### config.mk
export PLATFORM = sky130hd
export DESIGN_NAME = tomasulo_issue_ctrl_flat
export DESIGN_NICKNAME = d
export VERILOG_FILES = /design/src/rtl/tomasulo_issue_ctrl_if.sv /design/src/rtl/tomasulo_issue_ctrl.sv /design/src/flat_wrapper.sv
export SDC_FILE = /design/constraint.sdc
export NUM_CORES = 1
export LEC_CHECK = 0
export ABC_AREA = 1
export ABC_CLOCK_PERIOD_IN_PS = 2100
export BUFFER_PORTS_ARGS = -buffer_cell sky130_fd_sc_hd__buf_2
export CAP_MARGIN = 10
export CORE_ASPECT_RATIO = 1.4
export CORE_MARGIN = 2
export CORE_UTILIZATION = 55
export DETAILED_ROUTE_END_ITERATION = 8
export GPL_ROUTABILITY_DRIVEN = 0
export HOLD_SLACK_MARGIN = 0.15
export PLACE_DENSITY = 0.9
export SLEW_MARGIN = 30
export SYNTH_ARGS = -nofsm -noshare
export SYNTH_HDL_FRONTEND = slang
export SYNTH_SLANG_ARGS = --single-unit
### constraint.sdc
create_clock -name clock -period 2.1 [get_ports clock]
set_clock_uncertainty 0.1 [all_clocks]
set_input_delay 0.105 -clock clock [delete_from_list [all_inputs] [get_ports clock]]
set_output_delay 0.105 -clock clock [all_outputs]
set_load 0.01 [all_outputs]
### src/rtl/tomasulo_issue_ctrl_if.sv
// Interface bundling the queue, issue, CDB and statistics signals of the Tomasulo issue
// stage. The controller connects through the slave modport; the instruction queue, the
// reservation stations and the CDB together act as the master.
//   Queue   : iq_valid, opcode, rx, ry, rz, immediate (to ctrl), stall (from ctrl)
//   Control : flush (to ctrl)
//   CDB     : cdb_valid, cdb_tag (to ctrl)
//   RS write: issue_valid, issue_tag, issue_op, issue_qj, issue_qk, issue_rj, issue_rk,
//             issue_imm (from ctrl)
//   Status  : illegal_op, stat_issued, stat_stalls (from ctrl)
interface tomasulo_issue_ctrl_if #(
   parameter int unsigned TAG_W = 3
);
   logic             iq_valid;
   logic [2:0]       opcode;
   logic [2:0]       rx;
   logic [2:0]       ry;
   logic [2:0]       rz;
   logic [3:0]       immediate;
   logic             flush;
   logic             cdb_valid;
   logic [TAG_W-1:0] cdb_tag;
   logic             stall;
   logic             issue_valid;
   logic [TAG_W-1:0] issue_tag;
   logic [2:0]       issue_op;
   logic [TAG_W-1:0] issue_qj;
   logic [TAG_W-1:0] issue_qk;
   logic [2:0]       issue_rj;
   logic [2:0]       issue_rk;
   logic [3:0]       issue_imm;
   logic             illegal_op;
   logic [15:0]      stat_issued;
   logic [15:0]      stat_stalls;

   modport master (
      output iq_valid, opcode, rx, ry, rz, immediate, flush, cdb_valid, cdb_tag,
      input  stall, issue_valid, issue_tag, issue_op, issue_qj, issue_qk, issue_rj, issue_rk,
             issue_imm, illegal_op, stat_issued, stat_stalls
   );

   modport slave (
      input  iq_valid, opcode, rx, ry, rz, immediate, flush, cdb_valid, cdb_tag,
      output stall, issue_valid, issue_tag, issue_op, issue_qj, issue_qk, issue_rj, issue_rk,
             issue_imm, illegal_op, stat_issued, stat_stalls
   );
endinterface

### src/rtl/tomasulo_issue_ctrl.sv
// Issue stage of a Tomasulo pipeline, between the instruction queue and the reservation
// stations. Classifies the queued instruction, allocates the lowest free RS entry of its
// class (A-pool tags 1..NUM_ARS for ADD/SUB, L-pool tags NUM_ARS+1.. for LD/SD), renames
// the destination in the register status table (Qi), returns source tags and drives the
// queue stall. CDB broadcasts free entries and clear matching Qi.
// Ports:
//   clock  rising-edge clock
//   reset  asynchronous active-low reset
//   bus    tomasulo_issue_ctrl_if.slave (queue, flush, CDB, RS write, status)
// Optional feature: define TOMASULO_ISSUE_STATS_EN to build the saturating 16-bit
// stat_issued / stat_stalls counters; otherwise both read 0 and no counters exist.
module tomasulo_issue_ctrl #(
   parameter int unsigned NUM_ARS  = 3,
   parameter int unsigned NUM_LRS  = 2,
   parameter int unsigned NUM_REGS = 8,
   parameter int unsigned TAG_W    = 3
) (
   input logic                  clock,
   input logic                  reset,
   tomasulo_issue_ctrl_if.slave bus
);
   localparam logic [2:0] OpLd = 3'b010;
   localparam logic [2:0] OpSd = 3'b011;

   typedef enum logic [1:0] {StRun, StStall, StFlush} state_e;

   state_e             state_q;
   logic               blocked_l_q;
   logic [NUM_ARS-1:0] busy_a_q;
   logic [NUM_LRS-1:0] busy_l_q;
   logic [TAG_W-1:0]   qi_q [NUM_REGS];

   logic               issue_valid_q;
   logic               illegal_q;
   logic [TAG_W-1:0]   issue_tag_q;
   logic [2:0]         issue_op_q;
   logic [TAG_W-1:0]   issue_qj_q;
   logic [TAG_W-1:0]   issue_qk_q;
   logic [2:0]         issue_rj_q;
   logic [2:0]         issue_rk_q;
   logic [3:0]         issue_imm_q;

   logic               legal, use_l, pool_full, stall, fire, drop, blocked_free;
   logic [TAG_W-1:0]   alloc_tag, qj_raw, qk_raw, qj, qk;
   logic [2:0]         rk_src, rk;
   logic [NUM_ARS-1:0] cdb_clr_a, alloc_a;
   logic [NUM_LRS-1:0] cdb_clr_l, alloc_l;

   always_comb begin
      legal     = ~bus.opcode[2];
      use_l     = bus.opcode[1];
      pool_full = use_l ? (&busy_l_q) : (&busy_a_q);
      stall     = (state_q == StFlush) || (state_q == StStall) ||
                  ((state_q == StRun) && bus.iq_valid && legal && pool_full);
      fire      = (state_q == StRun) && bus.iq_valid && legal && !pool_full && !bus.flush;
      drop      = (state_q == StRun) && bus.iq_valid && !legal && !bus.flush;

      // Lowest free entry wins: scan high to low so the last hit is the smallest index.
      alloc_tag = '0;
      for (int i = int'(NUM_ARS) - 1; i >= 0; i--) begin
         if (!use_l && !busy_a_q[i]) alloc_tag = TAG_W'(i + 1);
      end
      for (int i = int'(NUM_LRS) - 1; i >= 0; i--) begin
         if (use_l && !busy_l_q[i]) alloc_tag = TAG_W'(int'(NUM_ARS) + 1 + i);
      end

      for (int i = 0; i < int'(NUM_ARS); i++) begin
         cdb_clr_a[i] = bus.cdb_valid && (bus.cdb_tag == TAG_W'(i + 1));
         alloc_a[i]   = fire && !use_l && (alloc_tag == TAG_W'(i + 1));
      end
      for (int i = 0; i < int'(NUM_LRS); i++) begin
         cdb_clr_l[i] = bus.cdb_valid && (bus.cdb_tag == TAG_W'(int'(NUM_ARS) + 1 + i));
         alloc_l[i]   = fire && use_l && (alloc_tag == TAG_W'(int'(NUM_ARS) + 1 + i));
      end

      // Source lookup bypasses a producer that completes on the CDB this very cycle.
      qj_raw = qi_q[bus.ry];
      qj     = (bus.cdb_valid && (qj_raw == bus.cdb_tag)) ? '0 : qj_raw;
      rk_src = (bus.opcode == OpSd) ? bus.rx : bus.rz;
      qk_raw = qi_q[rk_src];
      qk     = (bus.cdb_valid && (qk_raw == bus.cdb_tag)) ? '0 : qk_raw;
      rk     = rk_src;
      if (bus.opcode == OpLd) begin
         qk = '0;
         rk = '0;
      end

      // Leave STALL once the blocked pool has a free entry; also covers a CDB that freed
      // the entry on the very edge that entered STALL.
      blocked_free = blocked_l_q ? (!(&busy_l_q) || (|cdb_clr_l))
                                 : (!(&busy_a_q) || (|cdb_clr_a));
   end

   always_ff @(posedge clock or negedge reset) begin
      if (!reset) begin
         state_q       <= StRun;
         blocked_l_q   <= 1'b0;
         busy_a_q      <= '0;
         busy_l_q      <= '0;
         for (int r = 0; r < int'(NUM_REGS); r++) qi_q[r] <= '0;
         issue_valid_q <= 1'b0;
         illegal_q     <= 1'b0;
         issue_tag_q   <= '0;
         issue_op_q    <= '0;
         issue_qj_q    <= '0;
         issue_qk_q    <= '0;
         issue_rj_q    <= '0;
         issue_rk_q    <= '0;
         issue_imm_q   <= '0;
      end else begin
         issue_valid_q <= fire;
         illegal_q     <= drop;
         if (fire) begin
            issue_tag_q <= alloc_tag;
            issue_op_q  <= bus.opcode;
            issue_qj_q  <= qj;
            issue_qk_q  <= qk;
            issue_rj_q  <= bus.ry;
            issue_rk_q  <= rk;
            issue_imm_q <= bus.immediate;
         end
         if (bus.flush) begin
            state_q  <= StFlush;
            busy_a_q <= '0;
            busy_l_q <= '0;
            for (int r = 0; r < int'(NUM_REGS); r++) qi_q[r] <= '0;
         end else begin
            busy_a_q <= (busy_a_q & ~cdb_clr_a) | alloc_a;
            busy_l_q <= (busy_l_q & ~cdb_clr_l) | alloc_l;
            for (int r = 0; r < int'(NUM_REGS); r++) begin
               if (bus.cdb_valid && (bus.cdb_tag != '0) && (qi_q[r] == bus.cdb_tag)) begin
                  qi_q[r] <= '0;
               end
            end
            // Placed after the CDB clear so a rename of the same register wins.
            if (fire && (bus.opcode != OpSd)) qi_q[bus.rx] <= alloc_tag;
            unique case (state_q)
               StRun: begin
                  if (bus.iq_valid && legal && pool_full) begin
                     state_q     <= StStall;
                     blocked_l_q <= use_l;
                  end
               end
               StStall: if (blocked_free) state_q <= StRun;
               StFlush: state_q <= StRun;
               default: state_q <= StRun;
            endcase
         end
      end
   end

   assign bus.stall       = stall;
   assign bus.issue_valid = issue_valid_q;
   assign bus.issue_tag   = issue_tag_q;
   assign bus.issue_op    = issue_op_q;
   assign bus.issue_qj    = issue_qj_q;
   assign bus.issue_qk    = issue_qk_q;
   assign bus.issue_rj    = issue_rj_q;
   assign bus.issue_rk    = issue_rk_q;
   assign bus.issue_imm   = issue_imm_q;
   assign bus.illegal_op  = illegal_q;

`ifdef TOMASULO_ISSUE_STATS_EN
   logic [15:0] stat_issued_q, stat_stalls_q;

   always_ff @(posedge clock or negedge reset) begin
      if (!reset) begin
         stat_issued_q <= '0;
         stat_stalls_q <= '0;
      end else begin
         if (fire && (stat_issued_q != 16'hFFFF)) stat_issued_q <= stat_issued_q + 16'd1;
         if (stall && (stat_stalls_q != 16'hFFFF)) stat_stalls_q <= stat_stalls_q + 16'd1;
      end
   end

   assign bus.stat_issued = stat_issued_q;
   assign bus.stat_stalls = stat_stalls_q;
`else
   assign bus.stat_issued = '0;
   assign bus.stat_stalls = '0;
`endif
endmodule
### src/flat_wrapper.sv
// flat-port wrapper written by rule: the top's interface ports become plain ports
module tomasulo_issue_ctrl_flat 
#(
   parameter int unsigned NUM_ARS  = 3,
   parameter int unsigned NUM_LRS  = 2,
   parameter int unsigned NUM_REGS = 8,
   parameter int unsigned TAG_W    = 3
)
  (clock, reset, bus_iq_valid, bus_opcode, bus_rx, bus_ry, bus_rz, bus_immediate, bus_flush, bus_cdb_valid, bus_cdb_tag, bus_stall, bus_issue_valid, bus_issue_tag, bus_issue_op, bus_issue_qj, bus_issue_qk, bus_issue_rj, bus_issue_rk, bus_issue_imm, bus_illegal_op, bus_stat_issued, bus_stat_stalls);
  tomasulo_issue_ctrl_if #(.TAG_W(TAG_W)) bus_i ();
  input logic clock;
  input logic reset;
  input wire logic [$bits(bus_i.iq_valid)-1:0] bus_iq_valid;
  input wire logic [$bits(bus_i.opcode)-1:0] bus_opcode;
  input wire logic [$bits(bus_i.rx)-1:0] bus_rx;
  input wire logic [$bits(bus_i.ry)-1:0] bus_ry;
  input wire logic [$bits(bus_i.rz)-1:0] bus_rz;
  input wire logic [$bits(bus_i.immediate)-1:0] bus_immediate;
  input wire logic [$bits(bus_i.flush)-1:0] bus_flush;
  input wire logic [$bits(bus_i.cdb_valid)-1:0] bus_cdb_valid;
  input wire logic [$bits(bus_i.cdb_tag)-1:0] bus_cdb_tag;
  output wire logic [$bits(bus_i.stall)-1:0] bus_stall;
  output wire logic [$bits(bus_i.issue_valid)-1:0] bus_issue_valid;
  output wire logic [$bits(bus_i.issue_tag)-1:0] bus_issue_tag;
  output wire logic [$bits(bus_i.issue_op)-1:0] bus_issue_op;
  output wire logic [$bits(bus_i.issue_qj)-1:0] bus_issue_qj;
  output wire logic [$bits(bus_i.issue_qk)-1:0] bus_issue_qk;
  output wire logic [$bits(bus_i.issue_rj)-1:0] bus_issue_rj;
  output wire logic [$bits(bus_i.issue_rk)-1:0] bus_issue_rk;
  output wire logic [$bits(bus_i.issue_imm)-1:0] bus_issue_imm;
  output wire logic [$bits(bus_i.illegal_op)-1:0] bus_illegal_op;
  output wire logic [$bits(bus_i.stat_issued)-1:0] bus_stat_issued;
  output wire logic [$bits(bus_i.stat_stalls)-1:0] bus_stat_stalls;
  assign bus_i.iq_valid = bus_iq_valid;
  assign bus_i.opcode = bus_opcode;
  assign bus_i.rx = bus_rx;
  assign bus_i.ry = bus_ry;
  assign bus_i.rz = bus_rz;
  assign bus_i.immediate = bus_immediate;
  assign bus_i.flush = bus_flush;
  assign bus_i.cdb_valid = bus_cdb_valid;
  assign bus_i.cdb_tag = bus_cdb_tag;
  assign bus_stall = bus_i.stall;
  assign bus_issue_valid = bus_i.issue_valid;
  assign bus_issue_tag = bus_i.issue_tag;
  assign bus_issue_op = bus_i.issue_op;
  assign bus_issue_qj = bus_i.issue_qj;
  assign bus_issue_qk = bus_i.issue_qk;
  assign bus_issue_rj = bus_i.issue_rj;
  assign bus_issue_rk = bus_i.issue_rk;
  assign bus_issue_imm = bus_i.issue_imm;
  assign bus_illegal_op = bus_i.illegal_op;
  assign bus_stat_issued = bus_i.stat_issued;
  assign bus_stat_stalls = bus_i.stat_stalls;
  tomasulo_issue_ctrl #(.NUM_ARS(NUM_ARS), .NUM_LRS(NUM_LRS), .NUM_REGS(NUM_REGS), .TAG_W(TAG_W)) u_core (.clock(clock), .reset(reset), .bus(bus_i));
endmodule
==> run_results.csv <==
group,metric,value,unit
outcome,status,"completed",
synth,synth_edf_count,0,
pwr,p_clk_frac,0.247,
synth,yosysSeqAreaShare,0.3846,
timing,fmax,485.6,MHz
synth,synthTopCellsByCount,"nand2_1, dfrtp_1, o21ai_0",
global_routing,grt_pass1_wl,15740,um
placed_design,io_buffers,48,
floorplanning,die_h,100.3,um
timing,period_share,0.9806,
critical_path,crit_chain,"dlygate4sd3_1 > buf_6 > nand3_4 > o21ai_4 > nand3_1 > nand3_1 > nand2_1 > nand2_1 > nand2_1 > nor2_2 > nand2_2 > nand2_1 > nand2_1",
timing,hold_viol,0,
synth,synth_cells,509,
final_layout,nets,607,
synth,synth_area,3643,sq um
timing,finalMaxSlewViolations,0,
route,drc,0,
synth,ys_types,35,
placed_design,hpwl,6857,um
synth,synth.top_cell.area_share,0.3846,
floorplanning,io_pins,81,
global_routing,antenna_found_initial,0,
timing,holdWs,0.1892,ns
timing,relSlewSlack,0.5827,
floorplanning,start_util,0.5622,
timing,period_needed,2.059,ns
critical_path,cp.arrival,2.17,ns
final_layout,drive_gt1_frac,0.1701,
route,vias,3927,
pwr,seq_power_share,0.497,
critical_path,regToRegStartpoint,"u_core.state_q[1]$_DFFE_PN0P_",
clock_tree,clk_latency,0.32,ns
critical_path,rr_endpoint,"u_core.qi_q[17]$_DFF_PN0_",
critical_path,end_kind,"flip-flop",
pwr,power.switching,0.0008205,W
run,maxCapViolations,0,
clock_tree,path_clk_slew,0.11,ns
final_layout,fin_cells,656,
critical_path,rrSetupSlack,0.09,ns
global_routing,grt_usage,0.2715,
clock_tree,clk_path_buf_depth,2,
route,final_antenna_net_count,0,
timing,tightestPinTransition,0.6259,ns
route,wire_per_inst,15.48,um
critical_path,max_stage_delay,0.60,ns
critical_path,critPathBufInv,2,
synth,synth_seq_cells,56,
clock_tree,cts_made_buffers,5,
final_layout,diodes,0,
pwr,switching_share,0.3323,
global_routing,grt_max_degree,30,
critical_path,critPathTopFamily,"simple AND/OR/NAND/NOR gates",
global_routing,first_global_vias,3346,
route,drt-pass1-iter-count,7,
synth,synth.avg_cell_area,7.158,sq um
critical_path,crit_type,"in -> reg",
floorplanning,die_area,7301,sq um
critical_path,r2r.worst_path.cells,11,
route,viasPerCell,5.986,
floorplanning,row_count,35,
placed_design,dp_cells,618,
synth,ys.flop_type,"dfrtp_1",
critical_path,required,2.21,ns
clock_tree,cts_sinks,56,
final_layout,area.growth.synth_to_final,17.55,%
worst_hold_path,min_to,"u_core.bus.issue_rk[1]$_DFFE_PN0N_",
floorplanning,core,6481,sq um
critical_path,crit_fanout,10,
synth,yosys_warnings,0,
timing,setup_violations,0,
pwr,ir_drop,0.0003075,V
pwr,internal-power,0.001648,W
worst_hold_path,hold_class,"in -> reg",
clock_tree,htreeDepth,2,
synth,synthMostInstantiatedCell,"nand2_1",
pwr,leakagePower,2.034,nW
clock_tree,cts_root_buffer,"clkbuf_8",
worst_hold_path,whs_path_depth,5,
clock_tree,cts_tree,"done",
pwr,combPwrFrac,0.256,
pwr,power_density,576.5,nW/um^2
synth,synth_area_leaders,"dfrtp_1, nand2_1, buf_4",
worst_hold_path,hold_path_startpoint,"bus_rz[1]",
synth,synth_top_area_cell,"dfrtp_1",
critical_path,cp-start-kind,"input pin",
critical_path,cpMaxStageDelayCell,"dlygate4sd3_1",
synth,async_flop_share,1.000,
route,dr.first_iter.drc_count,545,
route,drt-total-wl,10160,um
critical_path,path_common_cell,"nand2_1",
global_routing,overflow,0,
floorplanning,die_x,72.79,um
pwr,fin_total_pwr,0.002469,W
timing,rsz0062_at_grt,"true",
## stage by stage
step,setup WS [ns],utilization,area [sq um],setup TNS (ns)
after floorplan,0.3147,-,3760,0
after global placement,0.1366,0.5898,3822,0
after detailed placement,0.007616,0.5898,3822,0
after CTS,0.004196,0.6369,4128,0
after global routing,-0.07966,0.6608,4283,-0.4446
final,0.04077,0.6608,4283,0
## area by class of cell
class / count / area [sq um]
Clock buffer: 5 / 68.82
Tap cell: 74 / 92.59
Timing Repair Buffer: 84 / 579.3
Sequential cell: 56 / 1401
Inverter: 41 / 161.4
Fill cell: 501 / 2198
Clock inverter: 3 / 21.27
Multi-Input combinational cell: 393 / 1958
## sequential cells by signal (all words and copies together), names as in the netlist
register and flops:
u_core.bus.issue_tag 3, u_core.bus.issue_valid 1, u_core.state_q 2, u_core.qi_q 24, u_core.bus.issue_op 3, u_core.bus.issue_imm 4
u_core.bus.issue_qj 3, u_core.bus.issue_qk 3, u_core.bus.issue_rk 3, u_core.busy_a_q 3, u_core.bus.illegal_op 1, u_core.busy_l_q 2
u_core.blocked_l_q 1, u_core.bus.issue_rj 3
## layer usage
| layer | part of all wire | routed length [um] | track usage | vias up |
|---|---|---|---|---|
| li1 | - | - | - | 1793 |
| met1 | 0.36 | 3681 | 0.3459 | 1765 |
| met2 | 0.49 | 4974 | 0.4664 | 302 |
| met3 | 0.10 | 1028 | 0.02912 | 67 |
| met4 | 0.046 | 471 | 0.1068 | 0 |
| met5 | 0 | 0 | 0 | - |
## cells by family after synthesis
family | after synthesis | synth area share
xor gates and xnor gates | 1 | 0.002404
DFF | 56 | 0.3846
adders and majority gates | 2 | 0.006867
buffers and inverters | 92 | 0.1343
AOI/OAI and AO/OA | 116 | 0.1865
and+or+nand+nor | 241 | 0.2843
other | 1 | 0.001029
## worst register-to-register path: cells and delay by family (launching register included)
kind	cells	cell delay [ns]
AO/OA/AOI/OAI	1	0.14
buffers and inverters	4	0.48
flip-flops	1	0.40
adder cells (fa/ha/maj)	1	0.14
AND/OR/NAND/NOR	5	0.68
## worst max path at each step
| stage | from | to | slack, ns | depth (start not counted) |
|---|---|---|---|---|
| 6_report | bus_opcode[1] | u_core.bus.issue_qk[1]$_DFFE_PN0N_ | 0.04 | 13 |
| 5_1_grt | bus_opcode[2] | u_core.bus.issue_qk[1]$_DFFE_PN0N_ | -0.08 | 15 |
| 4_1_cts | bus_opcode[1] | u_core.bus.issue_qk[1]$_DFFE_PN0N_ | 0.004 | 15 |
| 3_5_place_dp | u_core.state_q[1]$_DFFE_PN0P_ | u_core.qi_q[17]$_DFF_PN0_ | 0.008 | 11 |
| 3_3_place_gp | u_core.state_q[0]$_DFFE_PN0P_ | u_core.qi_q[15]$_DFF_PN0_ | 0.14 | 11 |
| 2_1_floorplan | u_core.state_q[0]$_DFFE_PN0P_ | u_core.busy_a_q[2]$_DFF_PN0_ | 0.31 | 12 |
## cells in the final DEF, fill, tap and decap left out, types with 7 or more instances in the layout
cell           synthesis  final
a21oi_1               32     32
buf_2                  7     47
buf_4                 34     15
conb_1                 1     32
dfrtp_1               56     56
dlygate4sd3_1          0     20
inv_1                 37     36
nand2_1              131    129
nand3_1               49     45
nand3_2                2      7
nand4_1                8      8
nor2_1                41     38
o21ai_0               50     46
## power groups by stage
stage / clock network, W / registers, W / logic, W
after global routing: 0.000657 / 0.00124 / 0.000700
final: 0.000609 / 0.00123 / 0.000632
after floorplan: 0 / 0.00129 / 0.000336
after detailed placement: 0 / 0.00125 / 0.000558
after global placement: 0 / 0.00125 / 0.000540
after CTS: 0.000609 / 0.00123 / 0.000587
## repair_timing
action / CTS / global route
endpoints found under the setup margin: 1 / 38
pin swaps: 0 / 8
resized for setup: 0 / 28
hold endpoints to repair: 57 / 0
gates cloned: 0 / 1
hold buffers: 20 / 0
setup buffers: 2 / 7
Power figures use the tool's default switching activity.
